===== config.mk =====
export PLATFORM = sky130hd
export DESIGN_NAME = platform_scheduler_flat
export DESIGN_NICKNAME = d
export VERILOG_FILES = /design/src/rtl/platform_scheduler_pkg.sv /design/src/rtl/platform_scheduler_if.sv /design/src/rtl/platform_scheduler_lfsr16.sv /design/src/rtl/platform_scheduler.sv /design/src/flat_wrapper.sv
export SDC_FILE = /design/constraint.sdc
export NUM_CORES = 1
export LEC_CHECK = 0
export ABC_CLOCK_PERIOD_IN_PS = 6200
export CAP_MARGIN = 0
export CELL_PAD_IN_SITES_DETAIL_PLACEMENT = 0
export CELL_PAD_IN_SITES_GLOBAL_PLACEMENT = 2
export CORE_ASPECT_RATIO = 0.75
export CORE_UTILIZATION = 42
export DETAILED_ROUTE_END_ITERATION = 7
export DONT_BUFFER_PORTS = 1
export HOLD_SLACK_MARGIN = 0.08
export PLACE_DENSITY = 0.76
export SLEW_MARGIN = 10
export SYNTH_ARGS = -nofsm -noshare
export SYNTH_HDL_FRONTEND = slang
export SYNTH_SLANG_ARGS = --single-unit
export TNS_END_PERCENT = 100

===== constraint.sdc =====
create_clock -name Clk -period 6.2 [get_ports Clk]
set_input_delay 0 -clock Clk [delete_from_list [all_inputs] [get_ports Clk]]
set_output_delay 0 -clock Clk [all_outputs]
set_load 0.005 [all_outputs]

===== src/rtl/platform_scheduler_pkg.sv =====
// Shared constants, FSM state type and the random-X helper for the platform scheduler.
package platform_scheduler_pkg;

    localparam int NUM_PLAT    = 16;
    localparam int IDX_W       = $clog2(NUM_PLAT);
    localparam int SCROLL_LINE = 200;
    localparam int Y_MAX       = 479;
    localparam int MAX_SCROLL  = 8;
    localparam int SPACING     = 30;

    localparam logic [15:0] LFSR_SEED = 16'hACE1;
    // Galois mask for x^16 + x^14 + x^13 + x^11 + 1, right-shifting form.
    localparam logic [15:0] LFSR_TAPS = 16'hB400;

    localparam logic [8:0] X_MIN  = 9'd48;
    localparam logic [8:0] X_SPAN = 9'd416;

    typedef enum logic [2:0] {
        ST_IDLE,
        ST_INIT,
        ST_WAIT,
        ST_SCAN,
        ST_DONE
    } state_e;

    // Folds the low nine LFSR bits into the playable column range 48..463.
    function automatic logic [8:0] rand_x(input logic [15:0] lfsr);
        logic [8:0] r;
        r = lfsr[8:0];
        if (r >= X_SPAN) begin
            r = r - X_SPAN;
        end
        return r + X_MIN;
    endfunction

endpackage


===== src/rtl/platform_scheduler_if.sv =====
// Bundle between the game controller (master) and the platform scheduler (slave).
interface platform_scheduler_if;
    import platform_scheduler_pkg::*;

    logic       frame_tick;
    logic       loadplat;
    logic       run;
    logic [9:0] doodle_y;
    logic       doodle_rising;

    logic [8:0]  plat_x [NUM_PLAT];
    logic [8:0]  plat_y [NUM_PLAT];
    logic [9:0]  scroll_amt;
    logic        frame_done;
    logic        busy;
    logic [15:0] score;
    logic        overrun;

    modport master (
        output frame_tick, loadplat, run, doodle_y, doodle_rising,
        input  plat_x, plat_y, scroll_amt, frame_done, busy, score, overrun
    );

    modport slave (
        input  frame_tick, loadplat, run, doodle_y, doodle_rising,
        output plat_x, plat_y, scroll_amt, frame_done, busy, score, overrun
    );

endinterface


===== src/rtl/platform_scheduler_lfsr16.sv =====
// Free-running 16-bit Galois LFSR feeding the platform X randomiser.
module lfsr16
    import platform_scheduler_pkg::*;
(
    input  logic        Clk,
    input  logic        Reset,
    output logic [15:0] state_o
);

    logic [15:0] lfsr_q;
    logic [15:0] lfsr_d;

    always_comb begin
        lfsr_d = {1'b0, lfsr_q[15:1]} ^ (lfsr_q[0] ? LFSR_TAPS : 16'h0000);
    end

    // NOTE: state registers use <= so every flop samples the values from before the edge.
    always_ff @(posedge Clk) begin
        if (Reset) begin
            lfsr_q <= LFSR_SEED;
        end else begin
            lfsr_q <= lfsr_d;
        end
    end

    assign state_o = lfsr_q;

endmodule


===== src/rtl/platform_scheduler.sv =====
// Platform field scheduler: loads 16 slots, scrolls them once per frame and recycles
// slots that fall off the bottom row with a fresh random X.
module platform_scheduler
    import platform_scheduler_pkg::*;
(
    input logic                 Clk,
    input logic                 Reset,
    platform_scheduler_if.slave bus
);

    state_e           state_q, state_d;
    logic [IDX_W-1:0] idx_q, idx_d;
    logic [9:0]       scroll_q, scroll_d;
    logic [15:0]      score_q, score_d;
    logic             frame_done_q, frame_done_d;
    logic             overrun_q, overrun_d;

    logic [8:0] plat_x_q [NUM_PLAT];
    logic [8:0] plat_y_q [NUM_PLAT];

    logic [15:0] lfsr;
    logic        busy;
    logic        last_slot;
    logic [9:0]  gap;
    logic [9:0]  scroll_calc;
    logic [9:0]  sum;
    logic        wr_y_en;
    logic        wr_x_en;
    logic [8:0]  wr_y;
    logic [8:0]  wr_x;

    lfsr16 u_lfsr (
        .Clk     (Clk),
        .Reset   (Reset),
        .state_o (lfsr)
    );

    assign busy      = (state_q == ST_INIT) || (state_q == ST_SCAN);
    assign last_slot = (idx_q == IDX_W'(NUM_PLAT - 1));
    assign sum       = {1'b0, plat_y_q[idx_q]} + scroll_q;

    // The field only scrolls while the doodle climbs above the scroll line.
    always_comb begin
        gap         = 10'(SCROLL_LINE) - bus.doodle_y;
        scroll_calc = '0;
        if (bus.doodle_rising && (bus.doodle_y < 10'(SCROLL_LINE))) begin
            scroll_calc = (gap > 10'(MAX_SCROLL)) ? 10'(MAX_SCROLL) : gap;
        end
    end

    // NOTE: every signal gets a default first so no path leaves one unassigned (no latches).
    always_comb begin
        state_d      = state_q;
        idx_d        = idx_q;
        scroll_d     = scroll_q;
        score_d      = score_q;
        overrun_d    = overrun_q;
        frame_done_d = 1'b0;
        wr_y_en      = 1'b0;
        wr_x_en      = 1'b0;
        wr_y         = '0;
        wr_x         = rand_x(lfsr);

        unique case (state_q)
            ST_IDLE: begin
                if (bus.loadplat) state_d = ST_INIT;
            end
            ST_INIT: begin
                wr_y_en = 1'b1;
                wr_x_en = 1'b1;
                wr_y    = 9'(Y_MAX - SPACING * int'(idx_q));
                idx_d   = idx_q + 1'b1;
                if (last_slot) state_d = ST_WAIT;
            end
            ST_WAIT: begin
                if (bus.loadplat) begin
                    state_d = ST_INIT;
                end else if (bus.frame_tick) begin
                    if (bus.run) begin
                        scroll_d = scroll_calc;
                        state_d  = ST_SCAN;
                    end else begin
                        scroll_d = '0;
                    end
                end
            end
            ST_SCAN: begin
                if (bus.loadplat) begin
                    state_d = ST_INIT;
                end else begin
                    wr_y_en = 1'b1;
                    if (sum > 10'(Y_MAX)) begin
                        wr_y    = 9'(sum - 10'(Y_MAX + 1));
                        wr_x_en = 1'b1;
                        if (score_q != 16'hFFFF) score_d = score_q + 16'd1;
                    end else begin
                        wr_y = sum[8:0];
                    end
                    idx_d = idx_q + 1'b1;
                    if (last_slot) state_d = ST_DONE;
                end
            end
            ST_DONE: begin
                if (bus.loadplat) begin
                    state_d = ST_INIT;
                end else begin
                    frame_done_d = 1'b1;
                    state_d      = ST_WAIT;
                end
            end
            default: state_d = ST_IDLE;
        endcase

        // Entering INIT restarts the slot walk and clears the per-load bookkeeping.
        if ((state_d == ST_INIT) && (state_q != ST_INIT)) begin
            idx_d     = '0;
            score_d   = '0;
            overrun_d = 1'b0;
        end else if (bus.frame_tick && busy) begin
            overrun_d = 1'b1;
        end
    end

    always_ff @(posedge Clk) begin
        if (Reset) begin
            state_q      <= ST_IDLE;
            idx_q        <= '0;
            scroll_q     <= '0;
            score_q      <= '0;
            frame_done_q <= 1'b0;
            overrun_q    <= 1'b0;
        end else begin
            state_q      <= state_d;
            idx_q        <= idx_d;
            scroll_q     <= scroll_d;
            score_q      <= score_d;
            frame_done_q <= frame_done_d;
            overrun_q    <= overrun_d;
        end
    end

    // NOTE: slot storage is plain flops, not a RAM, so it can be cleared by Reset.
    always_ff @(posedge Clk) begin
        if (Reset) begin
            for (int i = 0; i < NUM_PLAT; i++) begin
                plat_x_q[i] <= '0;
                plat_y_q[i] <= '0;
            end
        end else begin
            if (wr_y_en) plat_y_q[idx_q] <= wr_y;
            if (wr_x_en) plat_x_q[idx_q] <= wr_x;
        end
    end

    for (genvar g = 0; g < NUM_PLAT; g++) begin : g_slot_out
        assign bus.plat_x[g] = plat_x_q[g];
        assign bus.plat_y[g] = plat_y_q[g];
    end

    assign bus.scroll_amt = scroll_q;
    assign bus.frame_done = frame_done_q;
    assign bus.busy       = busy;
    assign bus.score      = score_q;
    assign bus.overrun    = overrun_q;

endmodule


===== src/flat_wrapper.sv =====
// flat-port wrapper written by rule: the top's interface ports become plain ports
module platform_scheduler_flat import platform_scheduler_pkg::*;
  (Clk, Reset, bus_frame_tick, bus_loadplat, bus_run, bus_doodle_y, bus_doodle_rising, bus_plat_x, bus_plat_y, bus_scroll_amt, bus_frame_done, bus_busy, bus_score, bus_overrun);
  platform_scheduler_if bus_i ();
  input logic Clk;
  input logic Reset;
  input wire logic [$bits(bus_i.frame_tick)-1:0] bus_frame_tick;
  input wire logic [$bits(bus_i.loadplat)-1:0] bus_loadplat;
  input wire logic [$bits(bus_i.run)-1:0] bus_run;
  input wire logic [$bits(bus_i.doodle_y)-1:0] bus_doodle_y;
  input wire logic [$bits(bus_i.doodle_rising)-1:0] bus_doodle_rising;
  output wire logic [$bits(bus_i.plat_x)-1:0] bus_plat_x;
  output wire logic [$bits(bus_i.plat_y)-1:0] bus_plat_y;
  output wire logic [$bits(bus_i.scroll_amt)-1:0] bus_scroll_amt;
  output wire logic [$bits(bus_i.frame_done)-1:0] bus_frame_done;
  output wire logic [$bits(bus_i.busy)-1:0] bus_busy;
  output wire logic [$bits(bus_i.score)-1:0] bus_score;
  output wire logic [$bits(bus_i.overrun)-1:0] bus_overrun;
  assign bus_i.frame_tick = bus_frame_tick;
  assign bus_i.loadplat = bus_loadplat;
  assign bus_i.run = bus_run;
  assign bus_i.doodle_y = bus_doodle_y;
  assign bus_i.doodle_rising = bus_doodle_rising;
  assign bus_plat_x = {>>{bus_i.plat_x}};
  assign bus_plat_y = {>>{bus_i.plat_y}};
  assign bus_scroll_amt = bus_i.scroll_amt;
  assign bus_frame_done = bus_i.frame_done;
  assign bus_busy = bus_i.busy;
  assign bus_score = bus_i.score;
  assign bus_overrun = bus_i.overrun;
  platform_scheduler u_core (.Clk(Clk), .Reset(Reset), .bus(bus_i));
endmodule

==> metrics, run 1 <==
largest net degree at the start of global routing=44; Hold Fails Final Rpt=0; Iter 0 DRT Violations=1006; critical path arrival=between 5000 and 6000 ps; yosys warns=0; post-synthesis async set-or-reset flop share=0%; CP max FO=32; unrepaired setup endpoints after global routing=no; final antenna-violating net count=0; share of cells above drive strength 1=11.7%; htree depth=2; Mapped Avg Cell Area=12.4 sq um; Final Critical Period=~5200 ps; Yosys cell types=72; Worst EP required=6590 ps; die footprint=0.0381 sq mm; HPWL Detailed=37300 um; Area contributors post-synth=edfxtp_1, nor2_1, dfxtp_1, mux4_2, ha_1; top cell type's share of synthesized area=~55%; I/O pin count=333; max-capacitance violation count=0; Avg Vias per Cell=5.98; P_leak=6.18 nW; register bit total from synthesis=343; Hold Buf Count CTS=14; vias in the first global route=roughly 10000; WL/cell=28.9 um; Core Area=0.0363 sq mm; crit path kind=reg -> reg; Clock Pin Slew Worst Setup and Hold Paths=60 ps; Mapped Cells=1265; Hold Path Class=in -> reg; final setup violation count=0; Syn Std Cell Area=0.0157 sq mm; setup ws final=983 ps; element type at the critical path end=flop; drt pass-1 iters=5; syn nets=1319; Seq/Total Area, Yosys=62.2%; routed via count=10673; maximum VDD drop=around 0.18 mV; Synth-to-Final Area Change=11.7%; Die X=225 um; final instance area=0.0175 sq mm; post_cts resized=0; total chip power=0.00512 W; net count reported at finish=~1300; normalized max-slew margin=about a quarter; pre-CTS setup slack=between 1000 and 1500 ps; worst slew pin tran=1100 ps; final WL=51600 um; total CTS buffers=36; clk_skew=30.2 ps; port bufs=0; total power divided by cell area=293 mW/mm^2; CP Launch Type=flop; final slew viol count=0; Yosys top cell by area=edfxtp_1; clk buf depth=3; CTS tree=done; beginning of the worst hold path=Reset; antenna violations before repair=0; post-route setup TNS=0 ps; ant diodes=0; Tcrit/Tclk final=~84%; Total GRT Usage=27.0%; Die Ht=169 um; Post-route DRC=0; Fillers=3239; Main synth FF type=edfxtp_1; Initial Util=43.2%; FP Rows=60; Clock Sinks=around 340; total grt overflow=0; Max Clk Rate=approximately 190 MHz; area post-placement=0.0162 sq mm; first-pass GRT wire length=74800 um; status=finished, final reports clean; root buffer cell=clkbuf_16; number of flops mapped to enable cells by yosys=~290; # Post-CTS Setup Buffers=0; later-pin clock latency in the skew report=550 ps; Routability Congestion=approximately 0.91; Reg2Reg Setup Slack=980 ps
registers in the layout, indices dropped and copies added, names as in the netlist, named ones only:
name / count
u_core.u_lfsr.state_o: 16
u_core.plat_y_q: 144
u_core.bus.overrun: 1
u_core.idx_q: 4
u_core.bus.scroll_amt: 10
u_core.bus.frame_done: 1
u_core.bus.score: 16
u_core.state_q: 3
u_core.plat_x_q: 144
power breakdown:
| part | internal [W] | switching, W | total, W |
|---|---|---|---|
| clock | 0.00123 | 0.000926 | 0.00215 |
| sequential | 0.00257 | 0.0000818 | 0.00266 |
| combinational | 0.000104 | 0.000211 | 0.000315 |
| total | 0.00390 | 0.00122 | 0.00512 |
per-stage QoR:
| step | hold slack, ps | utilization (%) | instances |
|---|---|---|---|
| after floorplan | 126 | - | 1265 |
| after global placement | 79.8 | 44.6 | 1706 |
| after detailed placement | 79.3 | 44.6 | 1706 |
| after CTS | 81.8 | 48.2 | 1785 |
| after global routing | 111 | 48.2 | 1785 |
| final | 75.0 | 48.2 | 1785 |
per-layer routing:
layer,wire length (um),up-vias,track usage (%)
li1,-,4690,-
met1,21800,5412,37.4
met2,23300,505,41.5
met3,5350,66,8.67
met4,1010,0,5.65
met5,0,-,0
worst max-delay path, stage by stage (launching register included):
cell	delay [ps]
dfxtp_2	430
buf_12	290
mux4_2	540
mux4_2	510
ha_1	240
inv_1	80
fa_1	190
nor2b_1	100
o31a_1	270
o31a_1	310
or4_4	580
o31ai_4	680
o211ai_1	400
buf_4	300
nor2_1	90
cell type report:
type,count,area [sq um],area share [%]
Inverter,22,82.6,0.472
Multi-Input combinational cell,820,5560,31.7
Clock buffer,43,948,5.42
Tap cell,496,621,3.54
Clock inverter,22,200,1.14
Timing Repair Buffer,39,350,2.00
Sequential cell,343,9750,55.7
final timing paths:
path | cells after the start | endpoint
setup / recovery | 14 | u_core.plat_x_q[7][2]
hold / removal | 1 | u_core.plat_y_q[14][5]
setup reg to reg | 14 | u_core.plat_x_q[7][2]
hold reg to reg | 1 | u_core.u_lfsr.state_o[11]
cells in the mapped netlist (all sizes together) (3+ instances only):
master  count
nor2      294
edfxtp    288
clkbuf     63
nand2      58
dfxtp      55
mux4       45
and3       37
a21oi      33
ha         33
nand3      30
o21ai      30
o31ai      25
nand2b     24
inv        21
a21o       19
nand4      19
buf        17
nor2b      17
a32oi      15
and2       12
xnor2      11
o211ai     10
or2         9
nor3        8
or4         8
xor2        6
a31oi       5
a41o        5
fa          5
nor4        5
o21a        5
a211oi      4
a22o        4
mux2i       3
nor3b       3
o31a        3
logic make-up (layout without fill, tap and decap cells):
family                     Yosys count  after routing  synth area share (%)
muxes                               49             49                  6.73
xor gates and xnor gates            19             19                  1.25
and+or+nand+nor                    532            532                  15.7
AOI/OAI and AO/OA                  182            182                  8.35
adders and majority gates           38             38                  3.27
DFF                                343            343                  62.2
buffers and inverters              102            126                  2.56
cell usage in the layout (no fill, tap or decap), drive strengths merged, types with 9 or more instances in the layout:
| master | instances |
|---|---|
| dlygate4sd3 | 13 |
| and3 | 37 |
| and2 | 12 |
| a32oi | 15 |
| a21o | 19 |
| nor2 | 294 |
| inv | 24 |
| mux4 | 45 |
| clkinv | 14 |
| o21ai | 30 |
| nand4 | 19 |
| nand2b | 24 |
| xnor2 | 11 |
| buf | 26 |
| or2 | 9 |
| a21oi | 33 |
| nand2 | 58 |
| ha | 33 |
| nor2b | 17 |
| nand3 | 30 |
| edfxtp | 288 |
| o31ai | 25 |
| dfxtp | 55 |
| clkbuf | 43 |
| o211ai | 10 |
No activity file was read; power rests on OpenSTA's default activity.
==> run 2: changes to the inputs <==
- ABC_AREA: not set -> 1
- ABC_CLOCK_PERIOD_IN_PS: 6200 -> 5400
- CORE_UTILIZATION: 42 -> 40
- clock period: 6.2 -> 5.4 ns (I/O delays scaled with it)
==> metrics, run 2 <==
Worst EP required=between 5000 and 6000 ps; Largest regs=u_core.plat_x_q x144, u_core.plat_y_q x144; Mapped Cells=1489; Max Clk Rate=202 MHz; Final Critical Period=4950 ps; die footprint=0.0402 sq mm; commonest non-fill, non-tap cell in the layout=nor2_1; yosys warns=0; Iter 0 DRT Violations=846; max-capacitance violation count=0; Main synth FF type=edfxtp_1; crit path kind=reg -> reg; FP Rows=62; htree depth=2; Synth top cells by count=nor2_1, edfxtp_1, nand2_1; share of cells above drive strength 1=around 8.0%; status=finished, final reports clean; Hold Fails Final Rpt=0; clk_skew=31.9 ps; vias in the first global route=10564; final setup violation count=0; I/O pin count=between 300 and 400; Total GRT Usage=24.4%; Core Util, Final=45.5%; mux share of post-synthesis cell area=2.29%; critical path arrival=between 5000 and 6000 ps; largest net degree at the start of global routing=52; net count reported at finish=1547; syn nets=1543; later-pin clock latency in the skew report=550 ps; root buffer cell=clkbuf_16; most frequent cells in the layout=nor2_1, edfxtp_1, nand2_1; Synth Area in Adders=3.26%; drt pass-1 iters=5; total CTS buffers=36; CP Launch Type=flop; Die Ht=174 um; top cell type's share of synthesized area=54.9%; crit-path cells=clkinv_1 -> buf_4 -> o21ai_0 -> o211ai_1 -> nand2_1 -> inv_1 -> fa_1 -> inv_1 -> nand2_1 -> nand2_1 -> nand2_1 -> nand3_1 -> nand2_1 -> inv_1 -> nand3_4 -> nand2_4 -> nand2_4 -> nand2_4 -> nand4_2 -> nand2_1; Yosys top cell by area=edfxtp_1; Tcrit/Tclk final=roughly 92%; largest delay contributor family on the critical path=simple AND/OR/NAND/NOR gates; Syn Std Cell Area=~0.016 sq mm; final slew viol count=0; Routability Congestion=0.865; Initial Util=40.8%; CTS tree=done; total power divided by cell area=335 mW/mm^2; Core Area=0.0386 sq mm; final antenna-violating net count=0; post-route setup TNS=0 ps; worst slew pin tran=1150 ps; port bufs=0; largest stage delay on the critical path=590 ps; dominant cell by count in the synthesized netlist=nor2_1; post-synthesis async set-or-reset flop share=0%; register bit total from synthesis=343; post-synthesis simple-gate area fraction=between 15 and 20%; Buf/Inv on CP=5; XOR/XNOR share of the synthesized area=1.76%; HPWL Detailed=35400 um; Clock Pin Slew Worst Setup and Hold Paths=60 ps; Area contributors post-synth=edfxtp_1, nor2_1, dfxtp_1, nand2_1, a21oi_1; Yosys cell types=46; WL/cell=between 20 and 25 um; CP max FO=19; Die X=231 um; Synth-to-Final Area Change=11.4%; Mapped Avg Cell Area=10.6 sq um; Seq/Total Area, Yosys=61.9%; Compound-Gate Fraction of Synth Area=7.59%; number of flops mapped to enable cells by yosys=288; P_leak=6.57 nW; Post-route DRC=0; total grt overflow=0; Clock Sinks=343; hold_ws=130 ps; CP max-delay cell=o21ai_0; normalized max-slew margin=23.0%; largest family of logic cells by synthesized area=simple AND/OR/NAND/NOR gates; routed via count=11051; antenna violations before repair=0; element type at the critical path end=flop; maximum VDD drop=0.185 mV; most used cell, CP=nand2_1; clk buf depth=3; Hold Path Class=in -> reg; final WL=49700 um; first-pass GRT wire length=between 70000 and 80000 um; Avg Vias per Cell=5.44; ant diodes=0; unrepaired setup endpoints after global routing=no
## run 2: changes by cell type after synthesis, sizes merged, moves of 32 or more
cell	delta
o21ai	+32
a21oi	+75
and3	-37
nand2	+115
inv	+113
mux4	-45
mux2i	+33
## run 2: final timing paths
kind	startpoint	end	slack (ps)	depth (start not counted)
max reg2reg	flop	u_core.plat_x_q[13][6]	450	20
min	Reset	u_core.u_lfsr.state_o[15]	130	2
min reg2reg	u_core.u_lfsr.state_o[10]	u_core.u_lfsr.state_o[9]	410	2
max	flop	u_core.plat_x_q[13][6]	450	20
## run 2: cells by family after synthesis
group | count (synthesis)
AND/OR/NAND/NOR | 610
adder cells (fa/ha/maj) | 38
flip-flops | 343
XOR/XNOR | 30
buffers and inverters | 217
multiplexers | 36
AO/OA/AOI/OAI | 215
## run 2: power by group
part / internal (W) / switching [W]
Clock: 0.00135 / 0.00106
Sequential: 0.00296 / 0.0000959
Combinational: 0.000101 / 0.000326
## run 2: cell type report
class / instances / area [sq um]
well taps: 512 / 641
clock buffers: 47 / 952
repair buffers: 37 / 335
clock inverters: 18 / 156
fillers: 3561 / 21000
flip-flops and latches: 343 / 9750
multi-input cells: 929 / 5160
inverters: 146 / 549
## run 2: layer usage
layer	wire length [um]	GRT usage (%)	share of wire [%]	vias up
li1	-	-	-	5092
met1	21600	33.8	44	5429
met2	22100	37.0	45	462
met3	4880	7.71	9.8	68
met4	1040	6.07	2.1	0
met5	0	0	0	-
## run 2: per-stage QoR
step	area [sq um]	instances	setup slack (ps)	total power [W]
floorplan	15700	1489	1540	0.00333
global placement	16200	1948	453	0.00352
detailed placement	16200	1948	397	0.00352
CTS	17500	2031	344	0.00591
global route	17500	2032	68.1	0.00605
finish	17500	2032	446	0.00588
## run 2: repair_timing
| item | 4_1_cts | 5_1_grt |
|---|---|---|
| resized for setup | 0 | 0 |
| hold buffers | 18 | 0 |
| setup endpoints to repair | 0 | 45 |
| buffers inserted | 0 | 1 |
| endpoints found under the hold margin | 34 | 0 |
## run 2: worst register-to-register path, stage by stage, from the launching register on
cell	delay, ps
dfxtp_1	330
clkinv_1	350
buf_4	370
o21ai_0	600
o211ai_1	150
nand2_1	150
inv_1	90
fa_1	430
inv_1	90
nand2_1	60
nand2_1	110
nand2_1	90
nand3_1	70
nand2_1	110
inv_1	120
nand3_4	120
nand2_4	230
nand2_4	80
nand2_4	320
nand4_2	350
nand2_1	410
==> run 3: changes to the inputs <==
- BUFFER_PORTS_ARGS: not set -> -buffer_cell sky130_fd_sc_hd__buf_2
- CORE_UTILIZATION: 40 -> 35
- DONT_BUFFER_PORTS: 1 -> not set
- PLACE_DENSITY: 0.76 -> 0.78
==> metrics, run 3 (synthesis gave the netlist of run 2 again) <==
port bufs=332; die footprint=0.0459 sq mm; Buf/Inv on CP=3; Worst EP required=5600 ps; normalized max-slew margin=28.7%; Clock Sinks=343; WL/cell=between 20 and 25 um; commonest non-fill, non-tap cell in the layout=buf_2; max-capacitance violation count=0; largest net degree at the start of global routing=42; Total GRT Usage=22.7%; total power divided by cell area=~310 mW/mm^2; Core Util, Final=44.2%; Die X=roughly 250 um; Tcrit/Tclk final=88.8%; status=complete, but fails checks; largest delay contributor family on the critical path=simple AND/OR/NAND/NOR gates; Fillers=4213; net count reported at finish=1885; final setup violation count=0; HPWL Detailed=about 38000 um; worst slew pin tran=1070 ps; routed via count=12261; maximum VDD drop=roughly 0.17 mV; antenna violations before repair=0; Final Critical Period=4790 ps; CTS tree=done; Die Ht=186 um; Hold Path Class=in -> reg; ant diodes=0; first-pass GRT wire length=76200 um; most frequent cells in the layout=buf_2, nor2_1, edfxtp_1; total grt overflow=0; CP max FO=28; Avg Vias per Cell=5.03; final instance area=0.0194 sq mm; hold_ws=just under 100 ps; area post-placement=0.0180 sq mm; unrepaired setup endpoints after global routing=no; later-pin clock latency in the skew report=550 ps; critical path arrival=4990 ps; CP Launch Type=flop; total CTS buffers=38; Iter 0 DRT Violations=1017; Largest regs=u_core.plat_x_q x144, u_core.plat_y_q x144; CP max-delay cell=dfxtp_4; # Post-CTS Setup Buffers=0; crit-path cells=buf_4 -> mux2i_1 -> o211ai_1 -> nand3_1 -> nand2_1 -> inv_1 -> fa_1 -> inv_1 -> nand3_1 -> nand4_1 -> nand2_1 -> nor2_4 -> nand3_4 -> nand2_4 -> nand2_4 -> nand2_4 -> nand4_2 -> nand2_1; Hold Fails Final Rpt=0; pre-CTS setup slack=~670 ps; root buffer cell=clkbuf_16; Max Clk Rate=209 MHz; P_leak=8.13 nW; failing checks=design-rule violations; final WL=~53000 um; vias in the first global route=11654; element type at the critical path end=flop; post-route setup TNS=0 ps; Post-route DRC=38; clk_skew=roughly 26 ps; htree depth=2; Routability Congestion=approximately 0.9; crit path kind=reg -> reg; final slew viol count=0; Clock Pin Slew Worst Setup and Hold Paths=60 ps; final antenna-violating net count=0; largest stage delay on the critical path=570 ps; share of cells above drive strength 1=around a quarter; I/O pin count=333; clk buf depth=3; Initial Util=35.9%; Core Area=0.0438 sq mm; Synth-to-Final Area Change=23.0%; setup ws final=607 ps; FP Rows=66; drt pass-1 iters=7
run 3: cell count changes in the layout (fill, tap and decap cells not counted), sizes merged:
cell / change
buf: +336
clkbuf: -1
clkinvlp: +3
inv: +2
run 3: timing repair:
| item | in CTS | in global routing |
|---|---|---|
| setup endpoints to repair | 0 | 0 |
| hold buffers | 18 | 0 |
| resized for setup | 0 | 0 |
| hold endpoints to repair | 26 | 0 |
run 3: worst register-to-register path, stage by stage, from the launching register on:
cell and delay, ps:
dfxtp_4 570, buf_4 400, mux2i_1 210, o211ai_1 330
nand3_1 160, nand2_1 160, inv_1 70, fa_1 430
inv_1 90, nand3_1 100, nand4_1 80, nand2_1 150
nor2_4 150, nand3_4 120, nand2_4 220, nand2_4 70
nand2_4 360, nand4_2 350, nand2_1 420
run 3: per-layer routing:
layer  GRT usage (%)  vias to the layer above  share of wire (%)
met5               0                        -                  0
met4            5.48                        0                2.0
met3            4.51                       72                7.5
met2            35.2                      482                 46
met1            32.4                     5926                 45
li1                -                     5781                  -
run 3: cell type report:
type | instances | area, sq um | area share [%]
multi-input combinational | 929 | 5140 | 26.6
clock inverter | 23 | 188 | 0.969
sequential | 343 | 9750 | 50.4
tap | 578 | 723 | 3.73
timing repair buffer | 373 | 2030 | 10.5
inverter | 146 | 548 | 2.83
clock buffer | 46 | 981 | 5.07
run 3: power breakdown:
group	switching, W	leakage, nW	total, W	internal, W
clock	0.00110	0.566	0.00250	0.00140
sequential	0.0000569	3.42	0.00301	0.00295
combinational	0.000388	4.14	0.000547	0.000159
run 3: path summary, 6_finish.rpt:
| path | start | end | slack, ps | cells after the start |
|---|---|---|---|---|
| max | flop | u_core.plat_x_q[15][2] | 610 | 18 |
| min | bus_doodle_y[6] | u_core.bus.scroll_amt[1] | 100 | 7 |
| max reg2reg | flop | u_core.plat_x_q[15][2] | 610 | 18 |
| min reg2reg | u_core.u_lfsr.state_o[9] | u_core.u_lfsr.state_o[8] | 390 | 2 |
run 3: through the flow:
step / instances / power [W]
floorplan: 1489 / 0.00333
global placement: 2351 / 0.00361
detailed placement: 2351 / 0.00361
CTS: 2438 / 0.00609
global route: 2438 / 0.00625
finish: 2438 / 0.00606
